<file path="config.mk">
export PLATFORM = sky130hd
export DESIGN_NAME = fetch_stage
export DESIGN_NICKNAME = d
export VERILOG_FILES = /design/src/rtl/fetch_stage.sv
export SDC_FILE = /design/constraint.sdc
export NUM_CORES = 1
export LEC_CHECK = 0
export CAP_MARGIN = 20
export CORE_MARGIN = 1
export CORE_UTILIZATION = 54
export CTS_BUF_LIST = sky130_fd_sc_hd__clkbuf_8
export DETAILED_ROUTE_END_ITERATION = 7
export PLACE_DENSITY = 0.8
export SLEW_MARGIN = 10
export SYNTH_ARGS = -nofsm -noshare
export SYNTH_HDL_FRONTEND = slang
export SYNTH_SLANG_ARGS = --single-unit
</file>
<file path="constraint.sdc">
create_clock -name clk -period 9.3 [get_ports clk]
set_clock_uncertainty 0.05 [all_clocks]
set_input_delay 1.86 -clock clk [delete_from_list [all_inputs] [get_ports clk]]
set_output_delay 1.86 -clock clk [all_outputs]
set_load 0.02 [all_outputs]
</file>
<file path="src/rtl/fetch_stage.sv">
// fetch_stage: PC owner, imem read master, one-entry skid buffer.
// Define FETCH_ALIGN_CHECK_EN to add fetch_address_error and misaligned-PC trap.
module fetch_stage #(
  parameter logic [31:0] RESET_VECTOR = 32'hBFC00000
) (
  input  logic        clk,
  input  logic        reset,
  input  logic        stall_fetch,
  input  logic        branch_taken,
  input  logic [31:0] branch_target,
  output logic [31:0] imem_address,
  output logic        imem_read,
  input  logic        imem_waitrequest,
  input  logic [31:0] imem_readdata,
  output logic [31:0] instruction_fetch,
  output logic [31:0] PC_plus_four_fetch,
  output logic        fetch_valid
`ifdef FETCH_ALIGN_CHECK_EN
  ,
  output logic        fetch_address_error
`endif
);

  typedef enum logic [1:0] {
    REQ     = 2'd0,
    DISCARD = 2'd1,
    IDLE    = 2'd2
  } state_t;

  state_t state, state_raw, state_n;

  logic [31:0] pc, pc_n, pc_plus4, tgt, addr;
  logic [31:0] skid_instr, skid_pc4;
  logic        skid_valid;
  logic        accept, advance, kept;

  assign accept   = imem_read & ~imem_waitrequest;
  assign advance  = ~stall_fetch;
  assign kept     = accept & (state == REQ) & ~branch_taken;
  assign pc_plus4 = pc + 32'd4;

`ifdef FETCH_ALIGN_CHECK_EN
  assign tgt = branch_target;
`else
  assign tgt = branch_target & 32'hFFFFFFFC;
`endif

  always_comb begin
    pc_n = pc;
    if (branch_taken)
      pc_n = tgt;
    else if (kept)
      pc_n = pc_plus4;
  end

  // state register
  always_ff @(posedge clk or posedge reset) begin
    if (reset)
      state <= REQ;
    else
      state <= state_n;
  end

  // next state
  always_comb begin
    state_raw = state;
    unique case (state)
      REQ: begin
        if (branch_taken)
          state_raw = accept ? REQ : DISCARD;
        else if (accept)
          state_raw = stall_fetch ? IDLE : REQ;
      end
      DISCARD: begin
        if (accept)
          state_raw = REQ;
      end
      IDLE: begin
        if (advance | branch_taken)
          state_raw = REQ;
      end
      default: state_raw = REQ;
    endcase
  end

`ifdef FETCH_ALIGN_CHECK_EN
  logic issue_bad;

  // a new request to a misaligned PC is never issued; the trap is sticky
  assign issue_bad = ((state_raw == REQ) & (pc_n[1:0] != 2'b00))
                   | fetch_address_error;
  assign state_n   = issue_bad ? IDLE : state_raw;

  always_ff @(posedge clk or posedge reset) begin
    if (reset)
      fetch_address_error <= 1'b0;
    else if (issue_bad)
      fetch_address_error <= 1'b1;
  end
`else
  assign state_n = state_raw;
`endif

  // bus outputs; read drops immediately on reset
  always_comb begin
    imem_read    = ~reset & (state != IDLE);
    imem_address = addr;
  end

  always_ff @(posedge clk or posedge reset) begin
    if (reset) begin
      pc                 <= RESET_VECTOR;
      addr               <= RESET_VECTOR;
      skid_valid         <= 1'b0;
      skid_instr         <= '0;
      skid_pc4           <= '0;
      instruction_fetch  <= '0;
      PC_plus_four_fetch <= '0;
      fetch_valid        <= 1'b0;
    end else begin
      pc <= pc_n;
      // address latched only when a fresh request starts
      if (state_n == REQ)
        addr <= pc_n;

      if (branch_taken) begin
        skid_valid <= 1'b0;
      end else if (kept & stall_fetch) begin
        skid_valid <= 1'b1;
        skid_instr <= imem_readdata;
        skid_pc4   <= pc_plus4;
      end else if (advance) begin
        skid_valid <= 1'b0;
      end

      if (advance) begin
        if (skid_valid & ~branch_taken) begin
          instruction_fetch  <= skid_instr;
          PC_plus_four_fetch <= skid_pc4;
          fetch_valid        <= 1'b1;
        end else if (kept) begin
          instruction_fetch  <= imem_readdata;
          PC_plus_four_fetch <= pc_plus4;
          fetch_valid        <= 1'b1;
        end else begin
          instruction_fetch  <= '0;
          PC_plus_four_fetch <= '0;
          fetch_valid        <= 1'b0;
        end
      end
    end
  end

endmodule

</file>
# == Yosys cells after proc, flatten, opt, wreduce, memory -nomap -nowiden ==
# Cells that the tools add are included.
# word_totals
ff_bits,196
inputBits,69
output_inout_bits,98
wordCells,46
# classes
n_reduce_logical,3
mux,18
n_bitwise,11
add_sub_neg,1
eq_ne,4
# ops
op,n
2-to-1 mux 32 bit,6
"adder 32 x 3 -> 32 bit, second input constant",1
2-to-1 mux 2 bit,5
bitwise AND 1 bit,6
2-to-1 mux 1 bit,6
case mux 2 bit (3 select lines),1
logical NOT 2 bit,2
NOT 1 bit,4
"!= test 3 x 1 -> 1 bit, second input constant",1
"equality test 2 x 1 -> 1 bit, second input constant",1
"equality test 2 bit, second input constant",1
"!= test 2 bit, second input constant",1
AND reduction 2 bit,1
OR 1 bit,1

# == Depth between registers and ports, before layout ==
# depth
depth_word,8
mapped_depth,10
mapped_depth_nobuf,6

# == Worst setup path after synthesis ==
# No wires, ideal clock.
# synth_path
path_kind,input port to output port
from,in reset
to,out imem_read
n_path_buf,0
arrival_time_ns,6.395
stages,2
setup_slack_ns,0.995
t_required_ns,7.390
path_cell_list,inv_1 -> o21a_1
# synth_between
elab_chain_len,2
# synth_lines
element,line,source
from (decl),7,"input logic reset,"
NOT 1 bit,106,imem_read = ~reset & (state != IDLE);
bitwise AND 1 bit,106,
to (decl),12,"output logic imem_read,"
# Every way passes these cells.

# == Worst setup path in the final report ==
# Same ends and word-level chain as after synthesis.

==> flow_summary.json <==
{
  "numClockSinks": 196,
  "max-slew-margin-rel_pct": 37.09,
  "most_used_flip_flop_cell_after_synthesis": "dfrtp_1",
  "dr.first_iter.drc_count": 558,
  "cts.reportedPaths.clkPinSlew_ns": 0.08,
  "grt_util_all_layers_pct": 25.23,
  "design.die.area_mm2": 0.01728,
  "setup_total_negative_slack_ns": 0,
  "result_of_the_run": "completed",
  "fin_nets": 1072,
  "achievable-frequency_mhz": 170.4,
  "cap_violations": 0,
  "fin_crit_sh_pct": 63.09,
  "grt_antenna_before_repair": 0,
  "floorplan.rows": 46,
  "worstMarginPinSlew_ns": 0.9437,
  "crit_path_max_incr_delay_ns": 0.70,
  "final_core_utilization_pct": 69.60,
  "tritoncts_clock_tree": "built",
  "crit_type": "primary input to primary output",
  "path_cells": "clkdlybuf4s50_1 > inv_8 > o21a_1 > clkdlybuf4s50_1",
  "synthesized_area_mm2": 0.009051,
  "crit_top_cell": "clkdlybuf4s50_1",
  "place.detailed.instances": 1198,
  "grt_first_pass_wirelength_um": 34740,
  "number_of_levels_in_the_clock_h_tree": 4,
  "synth-async-reset-ratio_pct": 100.0,
  "drtAntennaViolNets": 0,
  "detail_route.wirelength_um": 21090,
  "core-area_mm2": 0.01612,
  "syn-num-nets": 946,
  "io_pins": 167,
  "dp.final_hpwl_um": 13430,
  "ys_warn_count": 0,
  "synth_cell_type_count": 48,
  "area.growth.synth_to_final_pct": 23.93,
  "via_count_of_the_first_global_routing_pass": 6599,
  "initial_cell_density_of_the_core_pct": 56.16,
  "power_density_mw_per_mm2": 180.6,
  "layout_min_cycle_time_ns": 5.867,
  "worstPathArrival_ns": 3.96,
  "first_pass_iters": 5,
  "synth-seq-cells": 196,
  "finish.cell_count_without_fillers": 1230,
  "timing.critical_path.required_ns": 7.39,
  "num_vias": 7052,
  "gate_count_after_technology_mapping": 875,
  "die_h_um": 131.5,
  "drt-wirelength-per-cell_um": 17.14,
  "rsz0062_at_grt": "no",
  "pins_over_their_slew_limit": 0,
  "ctsResizeCount": 0,
  "cts_root_buffer": "clkbuf_8",
  "timing.final.setup_violations": 0,
  "leakagePower_nw": 4.712,
  "route.detailed.vias_per_inst": 5.733,
  "hold_viol": 0,
  "post_route_cells_drive_above_1_share_pct": 14.30,
  "die_w_um": 131.5,
  "critPathLaunchType": "primary input",
  "power.ir.vdd_worst_v": 0.0001146,
  "clk_path_buf_depth": 2,
  "drt_drc_violations_left": 0,
  "cts_hold_repair.buffers": 0,
  "cts-buffers-inserted": 17,
  "worstHoldPathType": "flop to flop",
  "cpMaxStageDelayCell": "inv_8",
  "io_buffers": 164,
  "grt_max_degree": 142,
  "synth-seq-area-share_pct": 54.44,
  "top_fanout_value_on_the_critical_path": 141,
  "synth_edf_count": 0,
  "routabilityCongestion": 0.8492,
  "clock_network_latency_to_the_later_pin_of_the_worst_skew_pair_ns": 0.48,
  "power.total_mw": 2.025,
  "grt_overflow": 0,
  "n_antenna_cell": 0,
  "worst_setup_path_end_kind": "primary output",
  "cts_setup_buffers": 0,
  "post_synth.cell_area_avg_um2": 10.34
}
[final cells by class]
class	instances	area (µm²)
Timing Repair Buffer	173	1702
Tap cell	216	270.3
Fill cell	1223	4898
Clock buffer	18	247.7
Multi-Input combinational cell	602	3836
Inverter	11	48.80
Sequential cell	196	4927
Clock inverter	14	185.2
[synth_stat cells, types with 3 or more instances]
cell | number | area [µm²]
xor2_1 | 12 | 105.1
nor4_1 | 10 | 62.56
xnor2_1 | 25 | 219.0
and4_1 | 8 | 70.07
nand4_1 | 13 | 81.33
or4_1 | 6 | 45.04
dfrtp_1 | 178 | 4454
nor3_1 | 16 | 80.08
nand3_1 | 16 | 80.08
buf_2 | 6 | 30.03
inv_1 | 11 | 41.29
o21ai_0 | 90 | 450.4
nor2b_1 | 7 | 43.79
a21oi_1 | 54 | 270.3
o21a_1 | 3 | 22.52
and3_1 | 38 | 237.7
o221ai_1 | 5 | 43.79
nand2_1 | 125 | 469.2
nor2_1 | 27 | 101.4
buf_1 | 9 | 33.78
or2_2 | 4 | 25.02
a22oi_1 | 13 | 97.59
and2_1 | 4 | 25.02
a221o_1 | 4 | 40.04
o311ai_0 | 6 | 52.55
or3_1 | 4 | 25.02
mux2_2 | 73 | 822.0
clkbuf_1 | 50 | 187.7
dfstp_2 | 18 | 473.0
nor3b_1 | 11 | 82.58
a211o_1 | 3 | 26.28
o311ai_1 | 5 | 43.79
[final timing paths]
| kind | start | end | slack (ns) | depth (start not counted) |
|---|---|---|---|---|
| worst max register to register | state[0]$_DFF_PP0_ | skid_pc4[31]$_DFFE_PP0P_ | 5.85 | 8 |
| worst min-delay path | skid_pc4[24]$_DFFE_PP0P_ | skid_pc4[24]$_DFFE_PP0P_ | 0.43 | 2 |
| worst max-delay path | reset | imem_read | 3.43 | 4 |
| max in group asynchronous | reset | skid_pc4[27]$_DFFE_PP0P_ | 5.91 | 3 |
| worst min register to register | skid_pc4[24]$_DFFE_PP0P_ | skid_pc4[24]$_DFFE_PP0P_ | 0.43 | 2 |
| min in group asynchronous | reset | pc[16]$_DFF_PP0_ | 2.00 | 2 |
[where the power goes]
group          internal (mW)  switching (mW)  leakage, nW
Combinational          0.189           0.175         1.99
Sequential             0.983          0.0796         2.49
Clock                  0.299           0.300        0.225
[sequential cells by signal, indices dropped and copies added (netlist names)]
name and cells:
PC_plus_four_fetch 32, imem_address 32, instruction_fetch 32, pc 32
skid_instr 32, skid_pc4 32, state 2, fetch_valid 1
skid_valid 1
[layer usage]
| metal | track usage, % | routed length (µm) | vias up | share of wire, % |
|---|---|---|---|---|
| li1 | - | - | 3359 | - |
| met1 | 37.91 | 10250 | 3411 | 49 |
| met2 | 37.13 | 9311 | 258 | 44 |
| met3 | 3.974 | 1173 | 24 | 5.6 |
| met4 | 8.656 | 357 | 0 | 1.7 |
| met5 | 0 | 0 | - | 0 |
[placed cells by master, fill, tap and decap left out, types with 4 or more instances in the layout]
cell             count
buf_4               10
and3_1              38
xor2_1              12
mux2_2              73
o221ai_1             5
nor4_1              10
nand2_1            124
or4_1                6
dfrtp_1            178
nor3_1              16
nor3b_1             11
inv_1               12
nand3_1             16
nand4_1             13
dfstp_2             18
clkdlybuf4s50_1    162
a22oi_1             13
xnor2_1             25
bufinv_16            4
nor2_1              26
o311ai_0             6
a21oi_1             54
o21ai_0             90
and2_1               4
o311ai_1             5
and4_1               8
nor2b_1              6
or2_2                4
a221o_1              4
clkbuf_8            18
or3_1                4
[logic make-up after synthesis]
| group | Yosys count | synth area share, % |
|---|---|---|
| AND/OR/NAND/NOR | 294 | 16.46 |
| multiplexers | 75 | 9.303 |
| XOR/XNOR | 37 | 3.580 |
| buffers and inverters | 77 | 3.318 |
| flip-flops | 196 | 54.44 |
| AO/OA/AOI/OAI | 194 | 12.62 |
| adder cells (fa/ha/maj) | 2 | 0.2764 |
[per-stage QoR]
step	setup slack [ns]	hold WS [ns]	instance area, µm²
final	3.433	0.4336	11220
after global placement	3.354	0.4028	10780
after CTS	3.353	0.4319	11220
after global routing	3.207	0.4532	11220
after detailed placement	3.363	0.4121	10780
after floorplan	0.9948	0.3919	9051
[worst max-delay path: cells and delay by family]
kind            cells  cell delay (ns)
buf+inv             3             1.85
compound gates      1             0.24
No activity file was read; power rests on OpenSTA's default activity.
==> edit 1, RTL diff (same flow settings) <==
Add a define of `FETCH_ALIGN_CHECK_EN`.
--- a/src/rtl/fetch_stage.sv
+++ b/src/rtl/fetch_stage.sv
@@ -1,5 +1,7 @@
 // fetch_stage: PC owner, imem read master, one-entry skid buffer.
 // Define FETCH_ALIGN_CHECK_EN to add fetch_address_error and misaligned-PC trap.
+`define FETCH_ALIGN_CHECK_EN
+
 module fetch_stage #(
   parameter logic [31:0] RESET_VECTOR = 32'hBFC00000
 ) (
Check against the original RTL (old outputs only; new: fetch_address_error): not equivalent (Yosys sat finds a counterexample within 4 cycles, from zero or initial values and one cycle with reset high).
==> edit 1 against the original RTL <==
Worst setup slack better by 0.71 ns. Routed wire length up 9.9%. Count of clock-buffer cells in the layout unchanged. Design area up 2.4%. Non-clock buffer count up 7. Sequential cell count up 1. Synthesized area up 1.8%. Combinational power down 29%. Power down 7.6%. Critical path type unchanged. Critical endpoint unchanged. Highest routed layer unchanged.
==> edit 1: results (changes against the original RTL) <==
** Placed design
- The total placed cells including tap cells came to 1,206 (+0.67%).
- The placer's final routability congestion estimate is 0.867 (+2.0%).
- Dpl hpwl :: 15,200 um (+13%)

** Layout
- The layout cell share with drive strength beyond 1 came to 15.6% (+1.3 points).
- Number of nets in the final layout :: 1,078 (+0.56%)
- Layout fillers :: 1,246 (+1.9%)

** Power
- The leakage power total was 0.00492 uW (+4.4%).
- Peak supply drop :: 0.104 mV (-9.4%)
- Clk power :: 647 uW (+8.2%)
- Cell Pwr Density :: 163 nW/um^2 (-9.8%)
- Power attributed to combinational cells :: 257 uW (-29%)

** Logic synthesis
- The net count after synthesis is 948 (+0.21%).
- Most instantiated cells after synthesis :: 179 x dfrtp_1, 94 x nand2_1, 75 x mux2_2, 69 x o21ai_0, 58 x a21oi_1
- Leading post-synthesis cells by cell area :: dfrtp_1 49%, mux2_2 9.2%, dfstp_2 5.1%
- Mapped Avg Cell Area :: 10.5 sq um (+1.6%)

** Run status
- Status :: finished, final reports clean

** Critical path
- Setup slack of the most critical reg-to-reg path :: 6.25 ns (+0.40 ns)
- Slowest library cell on the worst path :: clkdlybuf4s50_1
- Critical path peak fanout :: 6 (-96%)
- Slowest cell delay on critical path :: 0.62 ns (-0.08 ns)

** Drt
- Met3 Routed Length :: 1650 um (+40%)
- The detailed route wirelength on metal2 was 10,600 um (+14%).
- Routed length on met1 :: 10,500 um (+2.7%)
- The detailed-route wire length per cell came to 18.7 um (+9.0%).
- The total wire length after detailed routing is 23,200 um (+9.9%).

** Global routing
- The global routing met3 resource utilization was 5.06% (+1.1 points).
- The global-route wire length before repair came to 37,900 um (+9.0%).

** STA
- Max-slew headroom :: 26.4% (-11 points)
-- edit 1: changes by cell type after synthesis, moves of 6 or more --
cell | before | now
o21ai_0 | 90 | 69
nand2_1 | 125 | 94
nor3b_1 | 11 | 4
nor3_1 | 16 | 25
a311oi_1 | 1 | 21
o311ai_0 | 6 | 0
buf_2 | 6 | 15
nor2_1 | 27 | 47
xnor2_1 | 25 | 14
-- edit 1: area by class of cell --
class	instances	area share [%]
clock buffers	18	2.16
clock inverters	14	1.96
inverters	11	0.425
multi-input cells	600	34.4
flip-flops and latches	197	43.1
well taps	220	2.40
repair buffers	180	15.6
-- edit 1: cell families (layout without fill, tap and decap cells) --
group | count (synthesis) | in the layout | synth area share [%]
AND/OR/NAND/NOR | 291 | 291 | 16.4
flip-flops | 197 | 197 | 53.8
multiplexers | 80 | 80 | 9.77
buffers and inverters | 80 | 223 | 3.54
adder cells (fa/ha/maj) | 2 | 2 | 0.272
XOR/XNOR | 28 | 28 | 2.66
AO/OA/AOI/OAI | 199 | 199 | 13.6
-- edit 1: worst min-delay path, stage by stage, from the launching register on --
cell	delay [ns]
dfrtp_1	0.35
nand2_1	0.04
o21ai_0	0.06
-- edit 1: worst paths after layout --
path | endpoint | cells after the start
setup / recovery | imem_read | 3
hold / removal | skid_pc4[19] | 2
setup reg to reg | imem_address[2] | 7
hold reg to reg | skid_pc4[19] | 2
max in group asynchronous | skid_instr[18] | 4
min in group asynchronous | imem_address[17] | 2
-- edit 1: per-stage QoR --
stage | area, sq um | hold WS, ns | utilization (%)
6_report | 11500 | 0.433 | 69.0
5_1_grt | 11500 | 0.462 | 69.0
4_1_cts | 11500 | 0.439 | 68.8
3_5_place_dp | 11000 | 0.417 | 66.0
3_3_place_gp | 11000 | 0.405 | 66.0
2_1_floorplan | 9210 | 0.392 | -
==> edit 2, RTL diff (config.mk and constraints unchanged) <==
Made on the original files. Re-encode `state_t` (3 states) as one-hot, 3 bits wide.
--- a/src/rtl/fetch_stage.sv
+++ b/src/rtl/fetch_stage.sv
@@ -21,10 +21,10 @@
 `endif
 );
 
-  typedef enum logic [1:0] {
-    REQ     = 2'd0,
-    DISCARD = 2'd1,
-    IDLE    = 2'd2
+  typedef enum logic [2:0] {
+    REQ     = 3'b001,
+    DISCARD = 3'b010,
+    IDLE    = 3'b100
   } state_t;
 
   state_t state, state_raw, state_n;
Check against the original RTL: no difference found for any inputs over 4 cycles, from zero or initial values and one cycle with reset high; so few cycles prove little.
==> edit 2 against the original RTL <==
Clock power barely moved. Design area rose by 2.3%. Critical endpoint unchanged. Power is 15% higher. Sequential cell count is 1 higher. Worst setup slack improved by 0.70 ns. Synthesized area grew 3.6%. Count of clock-buffer cells in the layout rose by 3. Critical path depth down 1. Routed wire length increased by 11%. Cell count increased by 4.3%. Sequential share of layout area decreased by 0.78 points.
==> edit 2: results (changes against the original RTL) <==
** Run status
- The flow ran to the end, and the final reports show no timing, DRC or antenna violations.

** Drt
- Initial drt markers :: 743 (+33%)
- The detailed-route wire length per cell is 18.3 um (+6.7%).
- Routed wire length :: 23,500 um (+11%)

** STA
- Max-slew headroom :: 37.6% (+0.48 points)

** Logic synthesis
- By area the synthesized netlist is led by dfrtp_1 48%, mux2_2 8.0%, dfstp_2 5.3%.
- Multiplexer share of the synthesized area :: 8.48% (-0.83 points)
- The share of the synthesized area in compound gates (AO/OA/AOI/OAI) was 14.3% (+1.7 points).
- The commonest cells after synthesis are 178 x dfrtp_1, 93 x nand2_1, 89 x a21oi_1, 80 x o21ai_0, 67 x mux2_2.

** Critical path
- On the critical path, the stage with the largest delay is an instance of clkdlybuf4s50_1.
- Worst R2R Start :: state[0]
- Slowest cell delay on critical path :: 0.64 ns (-0.06 ns)
- The largest fanout of any net on the critical path is 5 (-96%).

** Power
- The leakage power total is 0.00470 uW (-0.23%).
- Internal power component :: 1630 uW (+11%)
- Peak supply drop :: 0.108 mV (-5.4%)

** Layout
- Ratio of cells with drive above 1 in the final layout :: 13.7% (-0.57 points)
- The sequential cell count was 197 (+0.51%).
- The final non-filler cell area was 11,500 sq um (+2.3%).
- Multi-In Gates :: 647 (+7.5%)
- The total of clock buffers placed in the layout came to 21 (+3).
- The fill cell instance count of the final layout was 1,303 (+6.5%).
- The fraction of cell area in non-clock buffers was 15.0% (-0.13 points).

** Placed design
- The total placed cells including tap cells is 1,251 (+4.4%).
- The placer's final routability congestion estimate was 0.921 (+8.5%).

** Min path
- Worst hold path startpoint :: imem_address[31]

** Global routing
- Global-route usage over all layers :: 27.0% (+1.8 points)
- Number of global-route vias before repair :: 7,179 (+8.8%)
edit 2: cell count changes after synthesis, moves of 12 or more:
cell	delta
nand2_1	-32
nor3_1	+12
nor2b_1	+13
nor2_1	+17
a21oi_1	+35
edit 2: worst paths after layout:
check,endpoint,slack [ns],cells past startpoint
worst max-delay path,imem_read,4.13,3
worst min-delay path,imem_address[31],0.43,2
worst max register to register,imem_address[24],6.20,7
worst min register to register,imem_address[31],0.43,2
max in group asynchronous,skid_pc4[1],5.73,3
min in group asynchronous,skid_instr[25],2.06,2
edit 2: layer usage:
layer  routed length, um  up-vias  track usage, %
li1                    -     3577               -
met1               11000     3643            41.1
met2               10500      302            39.9
met3                1660       28            4.41
met4                 323        0            7.32
met5                   0        -               0
edit 2: power by group through the flow:
stage	Combinational, uW	Sequential, uW	Clock, uW
floorplan	290	1220	0
global placement	532	1180	0
detailed placement	546	1190	0
CTS	549	1180	604
global route	600	1200	640
finish	554	1180	596
